===== src/rtl/spi_master_param_if.sv =====
// rtl/spi_master_param_if.sv - host-side word interface of the parametrised SPI master
interface spi_master_param_if #(
   parameter int DATA_W = 8,
   parameter int NUM_CS = 1,
   parameter int DIV_W  = 8
);
   localparam int CS_W = (NUM_CS > 1) ? $clog2(NUM_CS) : 1;

   logic [DATA_W-1:0] tx_data;
   logic              tx_valid;
   logic              tx_ready;
   logic [CS_W-1:0]   cs_sel;
   logic              cpol;
   logic              cpha;
   logic [DIV_W-1:0]  clk_div;
   logic [DATA_W-1:0] rx_data;
   logic              rx_valid;
   logic              busy;

   modport master (
      output tx_data, tx_valid, cs_sel, cpol, cpha, clk_div,
      input  tx_ready, rx_data, rx_valid, busy
   );

   modport slave (
      input  tx_data, tx_valid, cs_sel, cpol, cpha, clk_div,
      output tx_ready, rx_data, rx_valid, busy
   );
endinterface


===== src/rtl/spi_master_param.sv =====
// rtl/spi_master_param.sv - SPI master with runtime CPOL/CPHA/divider, word width, multi-CS
module spi_master_param #(
   parameter int DATA_W    = 8,
   parameter int NUM_CS    = 1,
   parameter int DIV_W     = 8,
   parameter bit RST_CPOL  = 1'b1,
   parameter bit LSB_FIRST = 1'b0
) (
   input  logic              clk,
   input  logic              rst,
   spi_master_param_if.slave host,
   output logic              SPI_CLK,
   output logic              SPI_MOSI,
   input  logic              SPI_MISO,
   output logic [NUM_CS-1:0] SPI_CS_N
);
   localparam int CS_W   = (NUM_CS > 1) ? $clog2(NUM_CS) : 1;
   localparam int EDGE_W = $clog2(2 * DATA_W + 1);
   localparam logic [EDGE_W-1:0] LAST_EDGE = EDGE_W'(2 * DATA_W);

   typedef enum logic [1:0] {IDLE, SETUP, SHIFT, HOLD} state_t;

   state_t              state_q, state_d;
   logic [DIV_W-1:0]    div_cnt_q, div_cnt_d;
   logic [EDGE_W-1:0]   edge_cnt_q, edge_cnt_d;
   logic [DATA_W-1:0]   tx_sr_q, tx_sr_d;
   logic [DATA_W-1:0]   rx_sr_q, rx_sr_d;
   logic [DATA_W-1:0]   rx_data_q, rx_data_d;
   logic                rx_valid_q, rx_valid_d;
   logic                sclk_q, sclk_d;
   logic                mosi_q, mosi_d;
   logic [NUM_CS-1:0]   cs_n_q, cs_n_d;
   logic                cpha_q, cpha_d;
   logic [DIV_W-1:0]    div_q, div_d;
   logic [CS_W-1:0]     cs_sel_q, cs_sel_d;
   logic                half_done;
   logic                edge_en;
   logic                edge_lead;

   function automatic logic first_bit(input logic [DATA_W-1:0] w);
      return LSB_FIRST ? w[0] : w[DATA_W-1];
   endfunction

   function automatic logic [DATA_W-1:0] shift_out(input logic [DATA_W-1:0] w);
      return LSB_FIRST ? (w >> 1) : (w << 1);
   endfunction

   function automatic logic [DATA_W-1:0] shift_in(input logic [DATA_W-1:0] w, input logic b);
      return LSB_FIRST ? {b, w[DATA_W-1:1]} : {w[DATA_W-2:0], b};
   endfunction

   // An out-of-range index matches no bit, so the transfer runs with every CS released.
   function automatic logic [NUM_CS-1:0] cs_decode(input logic [CS_W-1:0] sel);
      logic [NUM_CS-1:0] cs_n;
      for (int i = 0; i < NUM_CS; i++) cs_n[i] = (sel != CS_W'(i));
      return cs_n;
   endfunction

   assign half_done = (div_cnt_q == '0);
   assign edge_lead = ~edge_cnt_q[0];

   always_comb begin
      state_d    = state_q;
      div_cnt_d  = div_cnt_q;
      edge_cnt_d = edge_cnt_q;
      tx_sr_d    = tx_sr_q;
      rx_sr_d    = rx_sr_q;
      rx_data_d  = rx_data_q;
      rx_valid_d = 1'b0;
      sclk_d     = sclk_q;
      mosi_d     = mosi_q;
      cs_n_d     = cs_n_q;
      cpha_d     = cpha_q;
      div_d      = div_q;
      cs_sel_d   = cs_sel_q;
      edge_en    = 1'b0;

      case (state_q)
         IDLE: begin
            sclk_d = host.cpol;
            cs_n_d = '1;
            if (host.tx_valid) begin
               state_d    = SETUP;
               cpha_d     = host.cpha;
               div_d      = host.clk_div;
               cs_sel_d   = host.cs_sel;
               div_cnt_d  = host.clk_div;
               edge_cnt_d = '0;
               cs_n_d     = cs_decode(host.cs_sel);
               if (host.cpha) begin
                  tx_sr_d = host.tx_data;
               end else begin
                  mosi_d  = first_bit(host.tx_data);
                  tx_sr_d = shift_out(host.tx_data);
               end
            end
         end
         SETUP: if (half_done) begin
            state_d = SHIFT;
            edge_en = 1'b1;
         end
         SHIFT: if (half_done) begin
            if (edge_cnt_q == LAST_EDGE) state_d = HOLD;
            else edge_en = 1'b1;
         end
         HOLD: if (half_done) begin
            state_d    = IDLE;
            cs_n_d     = '1;
            rx_data_d  = rx_sr_q;
            rx_valid_d = 1'b1;
         end
         default: state_d = IDLE;
      endcase

      if (state_q != IDLE) div_cnt_d = half_done ? div_q : div_cnt_q - DIV_W'(1);

      // Sampling happens on the edge whose lead/trail type differs from CPHA; the other edge drives.
      if (edge_en) begin
         sclk_d     = ~sclk_q;
         edge_cnt_d = edge_cnt_q + EDGE_W'(1);
         if (edge_lead ^ cpha_q) begin
            rx_sr_d = shift_in(rx_sr_q, SPI_MISO);
         end else if (edge_cnt_q != LAST_EDGE - EDGE_W'(1)) begin
            mosi_d  = first_bit(tx_sr_q);
            tx_sr_d = shift_out(tx_sr_q);
         end
      end
   end

   always_ff @(posedge clk) begin
      if (rst) begin
         state_q    <= IDLE;
         div_cnt_q  <= '0;
         edge_cnt_q <= '0;
         tx_sr_q    <= '0;
         rx_sr_q    <= '0;
         rx_data_q  <= '0;
         rx_valid_q <= 1'b0;
         sclk_q     <= RST_CPOL;
         mosi_q     <= 1'b0;
         cs_n_q     <= '1;
         cpha_q     <= 1'b0;
         div_q      <= '0;
         cs_sel_q   <= '0;
      end else begin
         state_q    <= state_d;
         div_cnt_q  <= div_cnt_d;
         edge_cnt_q <= edge_cnt_d;
         tx_sr_q    <= tx_sr_d;
         rx_sr_q    <= rx_sr_d;
         rx_data_q  <= rx_data_d;
         rx_valid_q <= rx_valid_d;
         sclk_q     <= sclk_d;
         mosi_q     <= mosi_d;
         cs_n_q     <= cs_n_d;
         cpha_q     <= cpha_d;
         div_q      <= div_d;
         cs_sel_q   <= cs_sel_d;
      end
   end

   assign host.tx_ready = (state_q == IDLE) && !rst;
   assign host.rx_data  = rx_data_q;
   assign host.rx_valid = rx_valid_q;
   assign host.busy     = (state_q != IDLE);
   assign SPI_CLK       = sclk_q;
   assign SPI_MOSI      = mosi_q;
   assign SPI_CS_N      = cs_n_q;
endmodule

===== src/flat_wrapper.sv =====
// flat-port wrapper written by rule: the top's interface ports become plain ports
module spi_master_param_flat 
#(
   parameter int DATA_W    = 8,
   parameter int NUM_CS    = 1,
   parameter int DIV_W     = 8,
   parameter bit RST_CPOL  = 1'b1,
   parameter bit LSB_FIRST = 1'b0
)
  (clk, rst, SPI_CLK, SPI_MOSI, SPI_MISO, SPI_CS_N, host_tx_data, host_tx_valid, host_cs_sel, host_cpol, host_cpha, host_clk_div, host_tx_ready, host_rx_data, host_rx_valid, host_busy);
  spi_master_param_if #(.DATA_W(DATA_W), .NUM_CS(NUM_CS), .DIV_W(DIV_W)) host_i ();
  input  logic clk;
  input  logic rst;
  output logic SPI_CLK;
  output logic SPI_MOSI;
  input  logic SPI_MISO;
  output logic [NUM_CS-1:0] SPI_CS_N;
  input wire logic [$bits(host_i.tx_data)-1:0] host_tx_data;
  input wire logic [$bits(host_i.tx_valid)-1:0] host_tx_valid;
  input wire logic [$bits(host_i.cs_sel)-1:0] host_cs_sel;
  input wire logic [$bits(host_i.cpol)-1:0] host_cpol;
  input wire logic [$bits(host_i.cpha)-1:0] host_cpha;
  input wire logic [$bits(host_i.clk_div)-1:0] host_clk_div;
  output wire logic [$bits(host_i.tx_ready)-1:0] host_tx_ready;
  output wire logic [$bits(host_i.rx_data)-1:0] host_rx_data;
  output wire logic [$bits(host_i.rx_valid)-1:0] host_rx_valid;
  output wire logic [$bits(host_i.busy)-1:0] host_busy;
  assign host_i.tx_data = host_tx_data;
  assign host_i.tx_valid = host_tx_valid;
  assign host_i.cs_sel = host_cs_sel;
  assign host_i.cpol = host_cpol;
  assign host_i.cpha = host_cpha;
  assign host_i.clk_div = host_clk_div;
  assign host_tx_ready = host_i.tx_ready;
  assign host_rx_data = host_i.rx_data;
  assign host_rx_valid = host_i.rx_valid;
  assign host_busy = host_i.busy;
  spi_master_param #(.DATA_W(DATA_W), .NUM_CS(NUM_CS), .DIV_W(DIV_W), .RST_CPOL(RST_CPOL), .LSB_FIRST(LSB_FIRST)) u_core (.clk(clk), .rst(rst), .host(host_i), .SPI_CLK(SPI_CLK), .SPI_MOSI(SPI_MOSI), .SPI_MISO(SPI_MISO), .SPI_CS_N(SPI_CS_N));
endmodule

===== config.mk =====
export PLATFORM = sky130hd
export DESIGN_NAME = spi_master_param_flat
export DESIGN_NICKNAME = d
export VERILOG_FILES = /design/src/rtl/spi_master_param_if.sv /design/src/rtl/spi_master_param.sv /design/src/flat_wrapper.sv
export SDC_FILE = /design/constraint.sdc
export NUM_CORES = 1
export LEC_CHECK = 0
export BUFFER_PORTS_ARGS = -buffer_cell sky130_fd_sc_hd__clkbuf_2
export CAP_MARGIN = 40
export CELL_PAD_IN_SITES_DETAIL_PLACEMENT = 2
export CELL_PAD_IN_SITES_GLOBAL_PLACEMENT = 2
export CORE_MARGIN = 1
export CORE_UTILIZATION = 36
export DETAILED_ROUTE_END_ITERATION = 10
export MAX_ROUTING_LAYER = met4
export PLACE_DENSITY = 0.85
export SYNTH_ARGS = -nofsm -noshare
export SYNTH_HDL_FRONTEND = slang
export SYNTH_SLANG_ARGS = --single-unit

===== constraint.sdc =====
create_clock -name clk -period 3 [get_ports clk]
set_input_delay 0.45 -clock clk [delete_from_list [all_inputs] [get_ports clk]]
set_output_delay 0.45 -clock clk [all_outputs]
set_load 0.005 [all_outputs]

Word-level counts from Yosys, hierarchy flattened
Cells that the tools add are included.
- register bits after elaboration: 52
- output and inout bits: 14
- word-level logic and storage cells: 80
- $add $sub $neg: 2
- equality and inequality tests: 10
- muxes and demuxes: 34
- bitwise logic cells: 4
- reduce and logical (&&, ||, !) cells: 18
- operators by type and width (kind ; count):
    two-way mux 8 bit ; 10
    two-way mux 5 bit ; 3
    two-way mux 1 bit ; 13
    AND reduction 2 bit ; 6
    nonzero test 2 bit ; 6
    two-way mux 2 bit ; 5
    logical NOT 8 bit ; 1
    inequality test 2 x 1 -> 1 bit (second input constant) ; 4
    case mux 2 bit (4 select lines) ; 1
    subtractor 8 x 1 -> 8 bit (second input constant) ; 1
    adder 5 x 1 -> 5 bit (second input constant) ; 1
    equality test 5 bit (second input constant) ; 1
    inequality test 5 x 4 -> 1 bit (second input constant) ; 1
    AND reduction 5 bit ; 1
    equality test 2 bit (second input constant) ; 2
    case mux 1 bit (2 select lines) ; 2
    inverter 1 bit ; 3
    equality test 2 x 1 -> 1 bit (second input constant) ; 1
    logical NOT 2 bit ; 1
    inequality test 2 bit (second input constant) ; 1
    OR reduction 2 bit ; 1
    logical AND 1 bit ; 1
    logical NOT 1 bit ; 1
    bitwise XOR 1 bit ; 1

Depth between registers and ports, before layout
Gate-level depths: netlist of run 1.
- depth in word-level cells: 6
- depth in mapped cells: 9

Least setup slack after synthesis of run 1
OpenSTA, ideal clock, no wires.
- kind: register to register
- from: register u_core.div_cnt_q[0]
- to: register u_core.tx_sr_q[5]
- library setup time: 132 ps
- data arrival time: 1704 ps
- data required time: 2868 ps
- path slack: 1163 ps
- stages on the path, launching flop included: 9
- path through: dfxtp_1 > inv_1 > ha_1 > nor3b_2 > nand2_2 > buf_2 > buf_6 > o31ai_1 > a21oi_1
- cells in the longest elaborated chain, start to end: 4
- elaborated cells between the ends (all ways): 5
- classes of those cells: mux (4); reduce/logical (1)
- ends and longest elaborated chain (item ; line ; RTL):
    from (decl) ; spi_master_param.sv:24 ; logic [DIV_W-1:0] div_cnt_q, div_cnt_d;
    from (signal assigned) ; spi_master_param.sv:147 ; div_cnt_q <= div_cnt_d;
    logical NOT 8 bit (*) ; spi_master_param.sv:59 ; assign half_done = (div_cnt_q == '0);
    two-way mux 1 bit (on tied branches) ; spi_master_param.sv:102, spi_master_param.sv:98 ;
    case mux 1 bit (2 select lines) (*) ; spi_master_param.sv:78 ; case (state_q)
    two-way mux 8 bit (*) ; spi_master_param.sv:118 ; if (edge_en) begin
    to (signal assigned) ; spi_master_param.sv:149 ; tx_sr_q <= tx_sr_d;
    to (decl) ; spi_master_param.sv:26 ; logic [DATA_W-1:0] tx_sr_q, tx_sr_d;
Every way passes the cells marked *; elsewhere a longest branch is shown, timed or not.
A chain may end at the register's enable or synchronous reset.

Worst setup path in the final report of run 1
- from: register u_core.div_cnt_q[0]
- to: register u_core.div_cnt_q[3]
- cells in the longest elaborated chain, start to end: 3
- elaborated cells between the ends (all ways): 4
- classes of those cells: add/sub (1); mux (2); reduce/logical (1)
- ends and longest elaborated chain (item ; line ; RTL):
    subtractor 8 x 1 -> 8 bit or logical NOT 8 bit (tied branches) ; spi_master_param.sv:115, spi_master_param.sv:59 ;
    two-way mux 8 bit (*) (2 in series) ; spi_master_param.sv:115 ; if (state_q != IDLE) div_cnt_d = half_done ? div_q : div_cnt_q - DIV_W'(1);
Marks and branches as above.

==> metrics.yaml, run 1 <==
outcome:
  outcome: "completed"
setup_path:
  worst_setup_path_end_kind: "flip-flop"
  rr_worst_depth: 7
  cpPeakStageDelay_ps: 520
  crit_chain: "inv_1 > ha_1 > nor3b_2 > and2_1 > buf_4 > a211oi_1 > o41ai_1"
  required_ps: 3200
  crit_fanout: 12
  reg2reg_setup_slack_ps: 330
  reg2reg_to: "u_core.div_cnt_q[3]"
  worst_setup_path_start_kind: "flip-flop"
  worstPathArrival_ps: 2860
  worstSetupPathType: "reg2reg"
  r2r-start: "u_core.div_cnt_q[0]"
  crit_slowest_cell: "and2_1"
placed_design:
  hpwl_mm: 6.14
  gp_congestion: 0.840
  place_area_sq_um: 2930
  placement.io_buffers: 36
  dp_cells: 442
floorplanning:
  fp.coreArea_sq_um: 7210
  start_util: 0.371
  std_cell_rows: 31
  die_area_sq_um: 7780
  die_w_um: 88.2
  die_h_um: 88.2
  ioPinCount: 37
clock_tree:
  cts_resized: 0
  clock_sinks: 52
  path_clk_slew_ps: 110
  clk_path_buf_depth: 2
  clock_tree.root_cell: "clkbuf_8"
  cts_tree: "built"
  numCtsBuffers: 5
  htreeDepth: 2
  ctsHoldBuffers: 0
  clk_latency_ps: 320
  postCtsSetupBuffers: 0
sta:
  max_freq_mhz: 375
  setup_tns_ps: 0
  rsz0062_at_grt: "no"
  finalHoldViolations: 0
  setup-violations-final: 0
  min_period_ps: 2670
  tightest_slew_ps: 740
  slew_viol_final: 0
  period_share: 0.889
  relSlewSlack: 0.507
  fin_skew_ps: 13.4
  hold_ws_ps: 363
routing:
  wl_mm: 8.75
  wl_per_cell_um: 19.5
  viasPerCell: 5.66
  drtIter0Drc: 102
  route.detailed.drc: 0
  antenna_left: 0
  num_vias: 2547
  first_pass_iters: 4
layout:
  seq_area_sq_um: 1040
  n_antenna_cell: 0
  post-route-cell-area_sq_um: 3020
  fill_cells: 857
  layout_commonest_cell: "a21oi_1"
  instances_no_fill: 450
  drive_gt1_frac: 0.171
  syn2layout_area_growth_pct: 13.1
  multi_input_area_sq_um: 1480
  final_nets: 382
  final_cell_mix: "a21oi_1 (54), dfxtp_1 (52), nand2_1 (46), clkbuf_2 (36), mux2i_1 (21)"
min_path:
  holdCritPathClass: "in2reg"
  min_path_cells: 3
  hp-start: "host_clk_div[0]"
  hold_end: "u_core.div_q[0]"
yosys:
  syn-cell-area_sq_um: 2670
  synthTopCellsByArea: "dfxtp_1 (39%), a21oi_1 (10%), mux2i_1 (7.9%)"
  synthArstFlopShare: 0
  synth_mux_area_frac: 0.0870
  synth_top_family_by_area: "compound AO/OA/AOI/OAI gates"
  dominantRegCellSynth: "dfxtp_1"
  ys_types: 45
  yosysWarnings: 0
  synthXorXnorAreaFrac: 0.00655
  synth.top_cell.area_share: 0.389
  syn_nets: 355
  ys_seq_area_frac: 0.389
  synth_seq_cells: 52
  syn_inst: 323
  synth_edf_count: 0
  yosys.area_share.adder: 0.0421
  yosys.area_share.simple: 0.194
  synth_compound_area_frac: 0.225
  synth_area_leader_cell: "dfxtp_1"
  avgSynthCellArea_sq_um: 8.28
pwr:
  powerDensity_nw_per_um2: 829
  leakagePower_nw: 1.15
  combPwrFrac: 0.446
  power_mw: 2.51
  ir_drop_v: 0.000323
  power_switching_share: 0.460
  p_int_mw: 1.35
  clock_power_share: 0.178
  p_seq_frac: 0.376
  netSwitchingPower_mw: 1.15
job:
  maxCapViolations: 0
global_routing:
  grt_first_pass_wirelength_mm: 14.2
  antenna_found_initial: 0
  grt_pass1_vias: 2801
  grt_overflow: 0
  grt_max_degree: 21
  track_usage: 0.248
==> state kept, by name, summed over array words and instances, names as in the netlist <==
register and count:
u_core.cpha_q 1, u_core.div_cnt_q 8, u_core.host.rx_valid 1, u_core.SPI_CLK 1
u_core.SPI_MOSI 1, u_core.state_q 2, u_core.host.rx_data 8, u_core.edge_cnt_q 5
u_core.tx_sr_q 8, u_core.div_q 8, u_core.rx_sr_q 8, u_core.SPI_CS_N 1
==> cell families (layout without fill, tap and decap cells) <==
| family | count (synthesis) | after routing |
|---|---|---|
| AOI/OAI and AO/OA | 97 | 97 |
| xor gates and xnor gates | 2 | 2 |
| adders and majority gates | 9 | 9 |
| buffers and inverters | 36 | 64 |
| DFF | 52 | 52 |
| muxes | 23 | 23 |
| and+or+nand+nor | 104 | 104 |
==> synthesized netlist by cell type (7+ instances only) <==
cell type and count:
nand3_1 17, mux2i_1 21, ha_1 9, a21oi_1 54, dfxtp_1 52, nand2_1 46
o21ai_0 8, o31ai_1 7, clkbuf_1 14, inv_1 13, nand4_1 7, nor2_1 10
==> per-layer routing <==
layer	GRT usage	vias up	routed length, um
li1	-	1213	-
met1	0.287	1267	3810
met2	0.436	54	4490
met3	0.0358	13	289
met4	0.0850	0	159
met5	-	-	0
==> worst max path at each step <==
| stage | endpoint | startpoint | depth (start not counted) | slack [ps] |
|---|---|---|---|---|
| detailed placement | u_core.rx_sr_q[6] | u_core.div_cnt_q[0] | 6 | 500 |
| CTS | u_core.div_cnt_q[3] | u_core.div_cnt_q[0] | 7 | 330 |
| floorplan | u_core.tx_sr_q[5] | u_core.div_cnt_q[0] | 8 | 1160 |
| global route | u_core.div_cnt_q[3] | u_core.div_cnt_q[0] | 7 | 200 |
| global placement | u_core.div_cnt_q[3] | u_core.div_cnt_q[0] | 7 | 730 |
| finish | u_core.div_cnt_q[3] | u_core.div_cnt_q[0] | 7 | 330 |
==> critical path: cells and delay by family, from the launching register on <==
kind	cells	cell delay (ps)
buffers and inverters	2	400
DFF	1	380
adders and majority gates	1	330
AOI/OAI and AO/OA	2	460
and+or+nand+nor	2	980
==> metrics by stage <==
| step | setup slack, ps | util |
|---|---|---|
| 3_3_place_gp | 728 | 0.406 |
| 2_1_floorplan | 1160 | - |
| 3_5_place_dp | 505 | 0.406 |
| 4_1_cts | 334 | 0.419 |
| 6_report | 334 | 0.419 |
| 5_1_grt | 200 | 0.419 |
==> power groups by stage <==
stage	Clock, mW	Combinational (mW)	Sequential, mW
floorplan	0	0.798	0.909
global placement	0	1.03	0.938
detailed placement	0	1.09	0.952
CTS	0.450	1.12	0.940
global route	0.476	1.22	0.956
finish	0.447	1.12	0.942
==> final cells by class <==
type,count,share of cell area
multi-input cells,235,0.490
clock buffers,5,0.0228
inverters,13,0.0161
repair buffers,43,0.0770
clock inverters,3,0.00869
well taps,99,0.0410
flip-flops and latches,52,0.344
(Power assumes the default switching activity.)
==> run 2, diff against run 1 <==
Settings changed: ABC_AREA set to 1, CORE_UTILIZATION 36 to 34, PLACE_DENSITY 0.85 to 0.87, REMOVE_ABC_BUFFERS set to 1.
==> metrics.yaml, run 2 <==
floorplanning:
  die_h_um: 90.5  # was 88.2 um
  die_w_um: 90.5  # was 88.2 um
  fp.coreArea_sq_um: 7410  # was 7210 sq um
  ioPinCount: 37  # unchanged
  std_cell_rows: 31  # unchanged
  start_util: 0.359  # was 0.371
  die_area_sq_um: 8190  # was 7780 sq um
placed_design:
  placement.io_buffers: 36  # unchanged
  hpwl_mm: 5.68  # was 6.14 mm
  gp_congestion: 0.744  # was 0.840
yosys:
  avgSynthCellArea_sq_um: 6.76  # was 8.28 sq um
  yosys-top-cells-count: "nand2_1 (91), inv_1 (62), nor2_1 (55), dfxtp_1 (52), a21oi_1 (34)"  # was a21oi_1 (54), dfxtp_1 (52), nand2_1 (46), mux2i_1 (21), nand3_1 (17)
  yosysWarnings: 0  # unchanged
  synth_area_leader_cell: "dfxtp_1"  # unchanged
  synthTopCellsByArea: "dfxtp_1 (39%), nand2_1 (13%), inv_1 (8.7%)"  # was dfxtp_1 (39%), a21oi_1 (10%), mux2i_1 (7.9%)
  synth_edf_count: 0  # unchanged
  ys_types: 29  # was 45
  dominantRegCellSynth: "dfxtp_1"  # unchanged
  synthArstFlopShare: 0  # unchanged
  yosysMostFrequentCell: "nand2_1"  # was a21oi_1
  syn_inst: 394  # was 323
  synth.top_cell.area_share: 0.391  # was 0.389
  syn-cell-area_sq_um: 2660  # was 2670 sq um
  ys_seq_area_frac: 0.391  # was 0.389
  synth_seq_cells: 52  # unchanged
pwr:
  leakagePower_nw: 1.47  # was 1.15 nW
  power_mw: 2.77  # was 2.51 mW
  powerDensity_nw_per_um2: 916  # was 829 nW/um^2
  ir_drop_v: 0.000279  # was 0.000323 V
outcome:
  outcome: "completed"  # unchanged
setup_path:
  rr_worst_depth: 7  # unchanged
  critPathLaunch: "u_core.state_q[1]"  # was u_core.div_cnt_q[0]
  reg2reg_setup_slack_ps: 770  # was 330 ps
  required_ps: 2550  # was 3200 ps
  worst_setup_path_start_kind: "flip-flop"  # unchanged
  worstSetupPathType: "reg2out"  # was reg2reg
  worst_setup_path_end_kind: "output port"  # was flip-flop
  worstPathArrival_ps: 1960  # was 2860 ps
  r2r-start: "u_core.state_q[1]"  # was u_core.div_cnt_q[0]
  reg2reg_to: "u_core.edge_cnt_q[0]"  # was u_core.div_cnt_q[3]
  crit_fanout: 9  # was 12
  critPathCapture: "host_tx_ready"  # was u_core.div_cnt_q[3]
routing:
  drtIter0Drc: 55  # was 102
  viasPerCell: 5.02  # was 5.66
  route.detailed.drc: 0  # unchanged
  wl_per_cell_um: 16.0  # was 19.5 um
  wl_mm: 8.42  # was 8.75 mm
  num_vias: 2637  # was 2547
  antenna_left: 0  # unchanged
  first_pass_iters: 4  # unchanged
sta:
  finalHoldViolations: 0  # unchanged
  tightest_slew_ps: 586  # was 740 ps
  setup_tns_ps: 0  # unchanged
  min_period_ps: 2410  # was 2670 ps
  rsz0062_at_grt: "no"  # unchanged
  slew_viol_final: 0  # unchanged
  fin_skew_ps: 10.4  # was 13.4 ps
  max_freq_mhz: 416  # was 375 MHz
  hold_ws_ps: 367  # was 363 ps
  relSlewSlack: 0.608  # was 0.507
  setup-violations-final: 0  # unchanged
  period_share: 0.802  # was 0.889
layout:
  n_antenna_cell: 0  # unchanged
  seq_area_sq_um: 1040  # unchanged
  final_nets: 457  # was 382
  final_cell_mix: "nand2_1 (91), inv_1 (62), nor2_1 (55), dfxtp_1 (52), clkbuf_2 (36)"  # was a21oi_1 (54), dfxtp_1 (52), nand2_1 (46), clkbuf_2 (36), mux2i_1 (21)
  multi_input_area_sq_um: 1290  # was 1480 sq um
  final_util: 0.409  # was 0.419
  syn2layout_area_growth_pct: 13.7  # was 13.1%
  layout_commonest_cell: "nand2_1"  # was a21oi_1
  drive_gt1_frac: 0.129  # was 0.171
  fill_cells: 925  # was 857
clock_tree:
  postCtsSetupBuffers: 0  # unchanged
  path_clk_slew_ps: 100  # was 110 ps
  clock_sinks: 52  # unchanged
  clock_tree.root_cell: "clkbuf_8"  # unchanged
  ctsHoldBuffers: 0  # unchanged
  cts_resized: 0  # unchanged
  cts_tree: "built"  # unchanged
  htreeDepth: 2  # unchanged
  numCtsBuffers: 5  # unchanged
  clk_latency_ps: 320  # about the same
  clk_path_buf_depth: 2  # unchanged
min_path:
  holdCritPathClass: "in2reg"  # unchanged
  hp-start: "SPI_MISO"  # was host_clk_div[0]
job:
  maxCapViolations: 0  # unchanged
global_routing:
  antenna_found_initial: 0  # unchanged
  grt_first_pass_wirelength_mm: 14.5  # was 14.2 mm
  grt_pass1_vias: 2933  # was 2801
  grt_max_degree: 32  # was 21
  grt_overflow: 0  # unchanged
  track_usage: 0.229  # was 0.248
## run 2: metrics by stage
| stage | instances | setup slack, ps | cell area, sq um |
|---|---|---|---|
| 2_1_floorplan | 378 | 1000 | 2570 |
| 3_3_place_gp | 517 | 1020 | 2910 |
| 3_5_place_dp | 517 | 861 | 2910 |
| 4_1_cts | 525 | 526 | 3030 |
| 5_1_grt | 525 | 416 | 3030 |
| 6_report | 525 | 593 | 3030 |
## run 2: how the worst min path moves through the flow
stage,endpoint,depth (start not counted),slack (ps)
CTS,u_core.rx_sr_q[0],3,360
detailed placement,u_core.div_q[6],2,460
global route,u_core.div_q[3],3,380
finish,u_core.rx_sr_q[0],3,370
global placement,u_core.host.rx_data[7],2,450
floorplan,u_core.host.rx_data[7],2,430
## run 2: per-layer routing
layer | wire, um | global-route usage | vias up
met4 | 209 | 0.0901 | 0
met5 | 0 | - | -
met2 | 4430 | 0.407 | 32
li1 | - | - | 1296
met3 | 154 | 0.0328 | 17
met1 | 3620 | 0.256 | 1292
## run 2: cell families after synthesis
group                    share of synthesized area
AND/OR/NAND/NOR                              0.292
buffers and inverters                        0.123
AO/OA/AOI/OAI                                0.139
flip-flops                                   0.391
adder cells (fa/ha/maj)                     0.0423
XOR/XNOR                                    0.0132
## run 2: power breakdown
group          internal [mW]  switching, mW  total (mW)  leakage [nW]
registers              0.835          0.105       0.940         0.424
logic                  0.400          0.899        1.30         0.980
clock network          0.273          0.263       0.536        0.0614
## run 2: final cells by class
cell class              instances  area share
clock inverters                 2      0.0128
clock buffers                   6      0.0273
inverters                      63      0.0781
repair buffers                 40      0.0694
well taps                      99      0.0409
multi-input cells             263       0.428
flip-flops and latches         52       0.344
## run 2: worst max-delay path: stages (launching register included)
cell	delay [ps]
dfxtp_1	350
inv_1	140
ha_1	410
clkinv_1	400
nor2_1	200
clkbuf_2	140
==> run 3, diff against run 2 <==
Settings changed: CORE_UTILIZATION 34 to 31, PLACE_DENSITY 0.87 to 0.8.
Clock period 3 ns to 2.3 ns, I/O delays scaled along.
==> metrics.yaml, run 3 (same netlist as run 2, synthesis figures left out) <==
pwr:
  clock_power_share: 0.166  # was 0.193
  ir_drop_v: 0.000305  # was 0.000279 V
  p_int_mw: 1.88  # was 1.51 mW
  powerDensity_nw_per_um2: 1150  # was 916 nW/um^2
  combPwrFrac: 0.484  # was 0.468
  netSwitchingPower_mw: 1.61  # was 1.27 mW
  p_seq_frac: 0.350  # was 0.339
  leakagePower_nw: 1.48  # was 1.47 nW
  power_switching_share: 0.461  # was 0.456
sta:
  setup_tns_ps: 0  # unchanged
  min_period_ps: 1990
  max_freq_mhz: 503
  fin_skew_ps: 14.3  # was 10.4 ps
  setup-violations-final: 0  # unchanged
  rsz0062_at_grt: "no"  # unchanged
  fin_ws_ps: 312  # was 593 ps
  relSlewSlack: 0.649  # was 0.608
  slew_viol_final: 0  # unchanged
  period_share: 0.864
  finalHoldViolations: 0  # unchanged
  tightest_slew_ps: 526  # was 586 ps
placed_design:
  gp_congestion: 0.752  # was 0.744
  pre_cts_slack_ps: 350  # was 861 ps
  placement.io_buffers: 36  # unchanged
  place_area_sq_um: 2940  # was 2910 sq um
  hpwl_mm: 5.65  # was 5.68 mm
floorplanning:
  std_cell_rows: 33  # was 31
  die_area_sq_um: 8960  # was 8190 sq um
  start_util: 0.322  # was 0.359
  fp.coreArea_sq_um: 8260  # was 7410 sq um
  die_h_um: 94.7  # was 90.5 um
  die_w_um: 94.7  # was 90.5 um
  ioPinCount: 37  # unchanged
clock_tree:
  clock_tree.root_cell: "clkbuf_8"  # unchanged
  cts_tree: "built"  # unchanged
  htreeDepth: 2  # unchanged
  clock_sinks: 52  # unchanged
  ctsHoldBuffers: 0  # unchanged
  numCtsBuffers: 5  # unchanged
  clk_latency_ps: 320  # about the same
  cts_resized: 0  # unchanged
  postCtsSetupBuffers: 0  # unchanged
  path_clk_slew_ps: 110  # was 100 ps
  clk_path_buf_depth: 2  # unchanged
routing:
  route.detailed.drc: 0  # unchanged
  drtIter0Drc: 53  # was 55
  wl_mm: 7.54  # was 8.42 mm
  first_pass_iters: 4  # unchanged
  antenna_left: 0  # unchanged
  wl_per_cell_um: 14.1  # was 16.0 um
  viasPerCell: 4.85  # was 5.02
  num_vias: 2593  # was 2637
layout:
  n_antenna_cell: 0  # unchanged
  syn2layout_area_growth_pct: 14.2  # was 13.7%
  post-route-cell-area_sq_um: 3040  # was 3030 sq um
  final_nets: 461  # was 457
  final_cell_mix: "nand2_1 (91), inv_1 (62), nor2_1 (55), dfxtp_1 (52), clkbuf_2 (36)"  # unchanged
  drive_gt1_frac: 0.137  # was 0.129
  layout_commonest_cell: "nand2_1"  # unchanged
global_routing:
  antenna_found_initial: 0  # unchanged
  grt_first_pass_wirelength_mm: 12.5  # was 14.5 mm
  grt_max_degree: 23  # was 32
  track_usage: 0.185  # was 0.229
  grt_overflow: 0  # unchanged
  grt_pass1_vias: 2728  # was 2933
setup_path:
  worstSetupPathType: "reg2out"  # unchanged
  crit_fanout: 9  # unchanged
  worst_setup_path_end_kind: "output port"  # unchanged
  worst_setup_path_start_kind: "flip-flop"  # unchanged
  worstPathArrival_ps: 1640  # was 1960 ps
  required_ps: 1960  # was 2550 ps
outcome:
  outcome: "completed"  # unchanged
job:
  maxCapViolations: 0  # unchanged
min_path:
  holdCritPathClass: "in2reg"  # unchanged
==> run 3: final cells by class <==
| cell class | count | area (sq um) |
|---|---|---|
| fill | 1026 | 5220 |
| multi-input combinational | 263 | 1290 |
| sequential | 52 | 1040 |
| timing repair buffer | 44 | 240 |
| inverter | 63 | 236 |
| tap | 105 | 131 |
| clock buffer | 5 | 68.8 |
| clock inverter | 3 | 28.8 |
==> run 3: final timing paths <==
path / startpoint / to / slack, ps / cells past startpoint
max: u_core.state_q[0] / host_tx_ready / 310 / 5
min: SPI_MISO / u_core.rx_sr_q[0] / 250 / 3
max reg2reg: u_core.state_q[0] / u_core.edge_cnt_q[0] / 330 / 7
min reg2reg: u_core.rx_sr_q[7] / u_core.host.rx_data[7] / 470 / 2
==> run 3: routing by layer <==
metal / GRT usage / share of wire / routed length, um / up-vias
met5: - / 0 / 0 / -
met4: 0.0455 / 0.010 / 79 / 0
met3: 0.0298 / 0.022 / 169 / 10
met2: 0.343 / 0.53 / 3990 / 29
met1: 0.205 / 0.44 / 3310 / 1248
li1: - / - / - / 1306
==> run 3: through the flow <==
stage          hold slack [ps]  std cells  total power, mW   util
3_3_place_gp               452        527             2.88  0.357
2_1_floorplan              414        378             2.39      -
5_1_grt                    257        535             3.84  0.368
6_report                   247        535             3.50  0.368
4_1_cts                    237        535             3.59  0.368
3_5_place_dp               458        527             2.97  0.357
==> run 3: power groups by stage <==
stage / Sequential, mW / Combinational [mW] / Clock [mW]
after floorplan: 1.21 / 1.18 / 0
after global placement: 1.23 / 1.64 / 0
after CTS: 1.23 / 1.74 / 0.616
after global routing: 1.25 / 1.94 / 0.645
after detailed placement: 1.25 / 1.72 / 0
final: 1.22 / 1.69 / 0.582
==> run 3: critical path, cell delays in order, from the launching register on <==
cell and delay, ps:
dfxtp_1 350, inv_1 130, ha_1 240, clkinv_1 300, nor2_1 180, clkbuf_2 130
